**src/rtl/ota_stim_pkg.sv**
```systemverilog
// Shared encodings for the OTA stimulus generator: run modes and sequencer states.

package ota_stim_pkg;

    localparam logic [1:0] MODE_HOLD = 2'd0;
    localparam logic [1:0] MODE_RAMP = 2'd1;
    localparam logic [1:0] MODE_STEP = 2'd2;
    localparam logic [1:0] MODE_TRI  = 2'd3;

    typedef enum logic [2:0] {
        StIdle,
        StUp,
        StDown,
        StStepHi,
        StStepLo
    } state_e;

endpackage

```
**src/rtl/sdm1_mod.sv**
```systemverilog
// First-order sigma-delta modulator: the carry out of a WIDTH-bit phase accumulator
// is the bitstream, so long-run duty equals code / 2^WIDTH.

module sdm1_mod #(
    parameter int unsigned WIDTH = 8
) (
    input  logic             clk,
    input  logic             rst,
    input  logic [WIDTH-1:0] code,
    output logic             dac_out
);

    logic [WIDTH-1:0] r_acc;
    logic             r_dac;
    logic [WIDTH:0]   w_sum;

    assign w_sum   = {1'b0, r_acc} + {1'b0, code};
    assign dac_out = r_dac;

    always_ff @(posedge clk or posedge rst) begin
        if (rst) begin
            r_acc <= '0;
            r_dac <= 1'b0;
        end else begin
            r_acc <= w_sum[WIDTH-1:0];
            r_dac <= w_sum[WIDTH];
        end
    end

endmodule

```
**src/rtl/ota_stim_sdm.sv**
```systemverilog
// Stimulus sequencer (hold / ramp / step / triangle) feeding a sigma-delta DAC that
// drives the OTA PLUS input through an off-chip RC filter.

module ota_stim_sdm
    import ota_stim_pkg::*;
#(
    parameter int unsigned WIDTH = 8,
    parameter int unsigned DIV_W = 8
) (
    input  logic             clk,
    input  logic             rst,
    input  logic             cfg_valid,
    output logic             cfg_ready,
    input  logic [1:0]       cfg_mode,
    input  logic [WIDTH-1:0] cfg_target,
    input  logic [DIV_W-1:0] cfg_div,
    input  logic             start,
    input  logic             abort,
    output logic             busy,
    output logic             done,
    output logic [WIDTH-1:0] code_out,
    output logic             dac_out
);

    state_e           r_state;
    logic [1:0]       r_mode;
    logic [WIDTH-1:0] r_target;
    logic [DIV_W-1:0] r_div;
    logic [DIV_W-1:0] r_cnt;
    logic [WIDTH-1:0] r_code;
    logic             r_done;
    logic             r_hold_pend;

    logic             w_accept;
    logic [1:0]       w_mode;
    logic [WIDTH-1:0] w_target;
    logic [DIV_W-1:0] w_div;
    logic             w_dwell_end;
    logic [WIDTH-1:0] w_code_inc;
    logic [WIDTH-1:0] w_code_dec;
    logic             w_up_turn;
    logic             w_down_turn;

    // A config offered alongside start in IDLE takes effect for that run.
    assign w_accept = cfg_valid && (r_state == StIdle);
    assign w_mode   = w_accept ? cfg_mode   : r_mode;
    assign w_target = w_accept ? cfg_target : r_target;
    assign w_div    = w_accept ? cfg_div    : r_div;

    assign w_dwell_end = (r_cnt == r_div);
    assign w_code_inc  = r_code + 1'b1;
    assign w_code_dec  = r_code - 1'b1;

    // Turn on the dwell that lands on the end code, or immediately if already there.
    assign w_up_turn   = (r_code == r_target) || (w_code_inc == r_target);
    assign w_down_turn = (r_code == '0) || (w_code_dec == '0);

    assign cfg_ready = (r_state == StIdle);
    assign busy      = (r_state != StIdle);
    assign done      = r_done;
    assign code_out  = r_code;

    always_ff @(posedge clk or posedge rst) begin
        if (rst) begin
            r_state     <= StIdle;
            r_mode      <= MODE_HOLD;
            r_target    <= '0;
            r_div       <= '0;
            r_cnt       <= '0;
            r_code      <= '0;
            r_done      <= 1'b0;
            r_hold_pend <= 1'b0;
        end else begin
            r_done <= 1'b0;
            if (w_accept) begin
                r_mode   <= cfg_mode;
                r_target <= cfg_target;
                r_div    <= w_div;
            end
            if (abort) begin
                r_state     <= StIdle;
                r_cnt       <= '0;
                r_hold_pend <= 1'b0;
            end else begin
                unique case (r_state)
                    StIdle: begin
                        r_hold_pend <= 1'b0;
                        if (r_hold_pend) begin
                            r_done <= 1'b1;
                        end
                        if (start) begin
                            r_cnt <= '0;
                            case (w_mode)
                                MODE_HOLD: begin
                                    r_code      <= w_target;
                                    r_hold_pend <= 1'b1;
                                end
                                MODE_STEP: begin
                                    r_code  <= w_target;
                                    r_state <= StStepHi;
                                end
                                default: begin
                                    r_code  <= '0;
                                    r_state <= StUp;
                                end
                            endcase
                        end
                    end
                    StUp: begin
                        if (w_dwell_end) begin
                            r_cnt <= '0;
                            if (r_code != r_target) begin
                                r_code <= w_code_inc;
                            end
                            if (w_up_turn) begin
                                if (r_mode == MODE_TRI) begin
                                    r_state <= StDown;
                                end else begin
                                    r_state <= StIdle;
                                    r_done  <= 1'b1;
                                end
                            end
                        end else begin
                            r_cnt <= r_cnt + 1'b1;
                        end
                    end
                    StDown: begin
                        if (w_dwell_end) begin
                            r_cnt <= '0;
                            if (r_code != '0) begin
                                r_code <= w_code_dec;
                            end
                            if (w_down_turn) begin
                                r_state <= StUp;
                                r_done  <= 1'b1;
                            end
                        end else begin
                            r_cnt <= r_cnt + 1'b1;
                        end
                    end
                    StStepHi: begin
                        if (w_dwell_end) begin
                            r_cnt   <= '0;
                            r_code  <= '0;
                            r_state <= StStepLo;
                        end else begin
                            r_cnt <= r_cnt + 1'b1;
                        end
                    end
                    StStepLo: begin
                        if (w_dwell_end) begin
                            r_cnt   <= '0;
                            r_code  <= r_target;
                            r_state <= StStepHi;
                            r_done  <= 1'b1;
                        end else begin
                            r_cnt <= r_cnt + 1'b1;
                        end
                    end
                    default: begin
                        r_state <= StIdle;
                    end
                endcase
            end
        end
    end

    sdm1_mod #(
        .WIDTH (WIDTH)
    ) u_sdm (
        .clk     (clk),
        .rst     (rst),
        .code    (r_code),
        .dac_out (dac_out)
    );

endmodule

```
**config.mk**
```make
export PLATFORM = sky130hd
export DESIGN_NAME = ota_stim_sdm
export DESIGN_NICKNAME = d
export VERILOG_FILES = /design/src/rtl/ota_stim_pkg.sv /design/src/rtl/sdm1_mod.sv /design/src/rtl/ota_stim_sdm.sv
export SDC_FILE = /design/constraint.sdc
export NUM_CORES = 1
export LEC_CHECK = 0
export ABC_AREA = 1
export BUFFER_PORTS_ARGS = -buffer_cell sky130_fd_sc_hd__buf_2
export CORE_MARGIN = 8
export CORE_UTILIZATION = 59
export DETAILED_ROUTE_END_ITERATION = 8
export HOLD_SLACK_MARGIN = 0.1
export MAX_ROUTING_LAYER = met4
export PLACE_DENSITY = 0.79
export SYNTH_ARGS = -nofsm -noshare
export SYNTH_HDL_FRONTEND = slang
export SYNTH_SLANG_ARGS = --single-unit
export TNS_END_PERCENT = 10
```
**constraint.sdc**
```tcl
create_clock -name clk -period 2 [get_ports clk]
set_clock_uncertainty 0.05 [all_clocks]
set_input_delay 0.2 -clock clk [delete_from_list [all_inputs] [get_ports clk]]
set_output_delay 0.2 -clock clk [all_outputs]
set_load 0.02 [all_outputs]
```
==> results.cfg, run 1 <==
[hold_path]
min_from = cfg_mode[1]
holdPathStages = 3
hold_end = r_mode[1]
hold_class = primary input to register

[die]
start_util_pct = 60.59
core_area_sq_mm = 0.005473
die_w_um = 90.97
row_count = 27
fp.dieH_um = 90.97
boundaryPins = 35
die_area_sq_mm = 0.008275

[route]
drc = 0
wirelength_um = 8500
drt_pass1_iterations = 4
routedWlPerCell_um = 14.53
vias = 3133
drt-initial-drc-count = 174
viasPerCell = 5.356
ant_nets = 0

[timing]
period_share_pct = 95.51
relSlewSlack_pct = 58.27
hold_violations = 0
fin_crit_ps = 1910
rsz0062_at_grt = true
worst_pin_slew_ps = 625.9
setup_viol = 0
slew_viol_final = 0
fmax_ghz = 0.5235
finalSetupTns_ps = 0

[global_routing]
grt_usage_pct = 21.63
grt_pass1_wl_um = 14570
antenna_found_initial = 0
grt_pass1_vias = 3215
grt_overflow = 0
grt_max_degree = 49

[place]
gp_congestion = 0.9714
dp.cells = 557
io_buffers = 34
dp_hpwl_um = 6356

[logic_synthesis]
syn_avg_cell_area_sq_um = 7.693
synth_area_sq_mm = 0.003316
synthCells = 431
synth_edf_count = 0
synth_nets = 468
ys_seq_area_share_pct = 36.23
synthArstFlopShare_pct = 100.0
ys.flop_type = dfrtp_1
synth_cell_types = 46
yosys_warnings = 0
ys_ff_latch = 48

[power]
irDropWorstVdd_v = 0.0008140
leakage_nw = 2.113
powerDensity_mw_per_mm2 = 1578

[setup_path]
r2r_setup_slack_ps = 100
startpoint = abort
crit-reg2reg-launch = code_out[0]
required_ps = 2150
regToRegEndpoint = r_state[1]
path_class = primary input to register
crit_path_start_kind = primary input
crit_fanout = 8
r2r_cells = 10
cp.arrival_ps = 2060
worst_setup_path_end_kind = register

[clock_network]
cts_buffer_depth = 2
path_clk_slew_ps = 100
cts_buffers = 5
htreeDepth = 2
cts.sinks = 48
insertion_delay_ps = 310
clockRootBuffer = clkbuf_8
cts_tree = done

[finish]
final_layout_size_suffix_gt1_share_pct = 27.68
fill_cells = 441
final_nets = 549
fin_util_pct = 75.40
multiInputGateArea_sq_mm = 0.001921
instances_no_fill = 585
regArea_sq_mm = 0.001206
antenna_cells = 0
syn2layout_area_growth_pct = 24.45

[status]
status = complete, no violations

[flow_run]
maxCapViolations = 0
[stage by stage]
step	hold slack (ps)	setup WS [ps]	total power [W]	cell area, sq um
final	115.9	89.80	0.006511	4126
after global routing	127.2	-59.99	0.007060	4126
after CTS	106.2	11.61	0.006285	4014
after detailed placement	353.2	-6.930	0.005380	3746
after global placement	341.6	75.89	0.005257	3746
after floorplan	213.1	26.60	0.004315	3316
[logic make-up (layout without fill, tap and decap cells)]
kind of cell | Yosys count | after routing | synth area share, %
AND/OR/NAND/NOR | 222 | 222 | 31.09
buffers and inverters | 59 | 141 | 7.396
AO/OA/AOI/OAI | 57 | 57 | 10.91
flip-flops | 48 | 48 | 36.23
XOR/XNOR | 22 | 22 | 5.811
adder cells (fa/ha/maj) | 14 | 14 | 5.510
multiplexers | 9 | 9 | 3.057
[metal layers]
layer	up-vias	share of wire (%)	global-route usage [%]
met5	-	0	-
met4	0	2.7	8.868
met3	25	3.4	4.033
met2	76	51	37.06
met1	1476	43	24.25
li1	1556	-	-
[area by class of cell]
| type | count | area share (%) |
|---|---|---|
| clock buffer | 5 | 1.668 |
| sequential | 48 | 29.23 |
| clock inverter | 3 | 1.668 |
| timing repair buffer | 82 | 14.04 |
| tap | 72 | 2.183 |
| multi-input combinational | 324 | 46.54 |
| inverter | 51 | 4.669 |
[worst max-delay path by stage]
stage                          to  slack [ps]
floorplan           u_sdm.dac_out          30
global route           r_state[1]         -60
global placement       r_state[1]          80
detailed placement  u_sdm.dac_out          -7
finish                code_out[6]          90
CTS                    r_state[1]          10
[cell usage in the layout, fill, tap and decap left out, types with 5 or more instances in the layout]
master	count
ha_1	9
nand3_2	5
inv_2	12
dfrtp_1	44
nand3_1	26
clkbuf_8	5
a21oi_1	23
nand2_2	6
inv_1	38
dlygate4sd3_1	13
xnor2_1	7
nand4_1	9
buf_2	34
nand2_1	119
nor2_1	36
o21ai_0	7
buf_4	33
nor2_2	7
mux2_2	9
xor2_1	15
[report_power, final]
group / switching [W] / internal [W]
registers: 0.000359 / 0.00137
logic: 0.00230 / 0.00162
clock network: 0.000358 / 0.000504
total: 0.00301 / 0.00350
[synthesized netlist by cell type (2+ instances only)]
cell	number	area (sq um)
a21o_1	3	22.52
ha_1	13	162.7
nor2_4	4	45.04
nor2_1	39	146.4
o21ai_0	8	40.04
buf_6	2	22.52
dfrtp_1	48	1201
nand3b_1	2	15.01
a21oi_1	24	120.1
nand4_1	9	56.30
o2111ai_1	2	17.52
nor2_2	4	25.02
nand3_2	2	20.02
nand2_1	121	454.2
nand3_1	29	145.1
inv_2	9	33.78
inv_1	41	153.9
o21ai_1	3	15.01
buf_2	6	30.03
xor2_1	15	131.4
o21bai_1	2	15.01
mux2_2	9	101.4
xnor2_1	7	61.31
a211oi_1	2	15.01
o21ai_2	3	26.28
nand2_2	4	25.02
[timing repair]
item                                    in CTS  in global routing
hold buffers                                13                  0
endpoints found under the hold margin       60                  0
endpoints found under the setup margin       1                 16
gates resized for setup                      1                 20
setup buffers                                0                  7
pin swaps                                    0                  3
[flip-flops by register name, summed over array words and instances (netlist names)]
signal	flops
r_hold_pend	1
r_state	3
r_cnt	8
u_sdm.dac_out	1
u_sdm.r_acc	8
r_mode	2
done	1
r_div	8
code_out	8
r_target	8
[critical path, stage by stage]
cell	delay, ps
dlygate4sd3_1	530
buf_2	160
inv_1	200
nand2_1	100
a21oi_1	210
o21ai_2	90
a21oi_2	120
o211ai_2	140
buf_6	170
nand2_1	80
o21ai_2	50
(Power assumes the default switching activity.)
==> inputs of run 2 (changes only) <==
- ABC_AREA: 1 -> not set
==> results.cfg, run 2 <==
[clock_network]
clockRootBuffer = clkbuf_8
insertion_delay_ps = 310
cts_tree = done
path_clk_slew_ps = 90
cts_buffer_depth = 2
htreeDepth = 2
cts_buffers = 5
cts.sinks = 48

[place]
dp_hpwl_um = 6849
dp.cells = 523
gp_congestion = 1.015
pre_cts_slack_ps = -567.6
io_buffers = 34

[hold_path]
hold_class = primary input to register
holdPathStages = 2

[logic_synthesis]
ys_ff_latch = 48
synth_edf_count = 0
synth_common_cells = dfrtp_1 (48), o21ai_0 (32), nor2_1 (23)
synth_cell_types = 62
yosysTopAreaCell = dfrtp_1
syn_avg_cell_area_sq_um = 9.165
yosys.area.top_type_share_pct = 37.02
ys_seq_area_share_pct = 37.02
yosysMostFrequentCell = dfrtp_1
synthCells = 354
synthArstFlopShare_pct = 100.0
ys.flop_type = dfrtp_1
synth_area_sq_mm = 0.003244
ys_top_cells_by_area = dfrtp_1 (37%), mux2_2 (6.2%), xnor2_1 (5.7%)
synth_nets = 391
yosys_warnings = 0

[global_routing]
antenna_found_initial = 0
grt_overflow = 0
grt_usage_pct = 23.67
grt_max_degree = 31
grt_pass1_vias = 3401
grt_pass1_wl_um = 15550

[timing]
setup_viol = 13
slew_viol_final = 0
worst_pin_slew_ps = 436.4
period_share_pct = 130.6
layout_setup_ws_ps = -612.6
rsz0062_at_grt = true
fin_crit_ps = 2613
hold_violations = 0
fmax_ghz = 0.3828
relSlewSlack_pct = 70.87

[power]
irDropWorstVdd_v = 0.0009854
powerDensity_mw_per_mm2 = 1611
leakage_nw = 2.064

[route]
drt_pass1_iterations = 5
drt-initial-drc-count = 224
vias = 3255
drc = 0
ant_nets = 0
wirelength_um = 9626
viasPerCell = 5.962
routedWlPerCell_um = 17.63

[finish]
syn2layout_area_growth_pct = 38.64
final_layout_size_suffix_gt1_share_pct = 38.61
mostFrequentLayoutCell = buf_4
antenna_cells = 0
final_nets = 510
instances_no_fill = 546
layout_common_cells = buf_4 (78), dfrtp_1 (46), buf_2 (34), nor2_1 (22), o21ai_0 (22)

[die]
boundaryPins = 35
fp.dieH_um = 90.16
die_area_sq_mm = 0.008128
start_util_pct = 60.02
core_area_sq_mm = 0.005405
row_count = 27
die_w_um = 90.16

[status]
violations = setup timing
status = finished with violations

[setup_path]
cp.arrival_ps = 2760
path_class = register to register
crit_path_start_kind = register
required_ps = 2150
worst_setup_path_end_kind = register
r2r_cells = 7
crit_fanout = 4
r2r_setup_slack_ps = -610

[flow_run]
maxCapViolations = 0
-- run 2: changes by cell type after synthesis, sizes merged, moves of 9 or more --
cell	before	now
clkbuf	0	11
xnor2	7	21
nand3	31	11
nand2	127	21
inv	50	19
o21ai	15	32
nand2b	0	9
mux2	9	18
nor2	48	23
-- run 2: cells by family after synthesis --
| logic type | count (synthesis) | share of synthesized area, % |
|---|---|---|
| multiplexers | 20 | 6.865 |
| AND/OR/NAND/NOR | 107 | 17.78 |
| adder cells (fa/ha/maj) | 14 | 5.631 |
| AO/OA/AOI/OAI | 95 | 19.55 |
| buffers and inverters | 41 | 5.322 |
| XOR/XNOR | 29 | 7.829 |
| flip-flops | 48 | 37.02 |
-- run 2: repair_timing --
| item | CTS | global route |
|---|---|---|
| resized for setup | 15 | 33 |
| setup endpoints to repair | 15 | 20 |
| hold buffers | 14 | 0 |
| pin swaps | 4 | 7 |
| buffers inserted | 0 | 1 |
| endpoints found under the hold margin | 31 | 0 |
-- run 2: final timing paths --
| check | from | end |
|---|---|---|
| setup reg to reg | code_out[1] | done |
| setup / recovery | code_out[1] | done |
| hold / removal | cfg_target[2] | r_target[2] |
| min in group asynchronous | rst | u_sdm.r_acc[1] |
| max in group asynchronous | rst | done |
| hold reg to reg | u_sdm.r_acc[0] | u_sdm.r_acc[0] |
-- run 2: through the flow --
stage / setup TNS, ps / total power (W) / utilization (%) / hold WS, ps / cell area, sq um
CTS: -4401 / 0.006901 / 81.06 / 104.1 / 4382
finish: -3610 / 0.007246 / 83.22 / 109.2 / 4498
detailed placement: -4639 / 0.005858 / 75.16 / 178.4 / 4063
floorplan: -10620 / 0.004224 / - / 216.4 / 3261
global placement: -4000 / 0.005737 / 75.16 / 169.1 / 4063
global route: -4810 / 0.007703 / 83.22 / 109.6 / 4498
-- run 2: layout make-up --
type / instances / area, sq um
clock buffers: 5 / 68.82
flip-flops and latches: 48 / 1204
fillers: 326 / 907.1
repair buffers: 132 / 975.9
inverters: 21 / 81.33
well taps: 72 / 90.09
multi-input cells: 265 / 2009
clock inverters: 3 / 68.82
-- run 2: metal layers --
layer,vias up,global-route usage (%),share of wire [%]
li1,1520,-,-
met3,33,3.824,4.8
met2,123,41.78,52
met5,-,-,0
met1,1579,25.36,40
met4,0,11.23,3.7
-- run 2: worst max-delay path: stages, from the launching register on --
cell       delay [ps]
dfrtp_2           420
or4_4             570
or4b_4            520
o311a_4           150
a211oi_4          340
buf_4             170
a2111oi_2          40
a31o_2            230
-- run 2: power breakdown --
| group | total [W] | leakage, nW | internal [W] | switching, W |
|---|---|---|---|---|
| combinational | 0.00471 | 1.40 | 0.00234 | 0.00237 |
| clock | 0.000862 | 0.0687 | 0.000504 | 0.000359 |
| sequential | 0.00168 | 0.597 | 0.00137 | 0.000305 |
| total | 0.00725 | 2.06 | 0.00421 | 0.00303 |
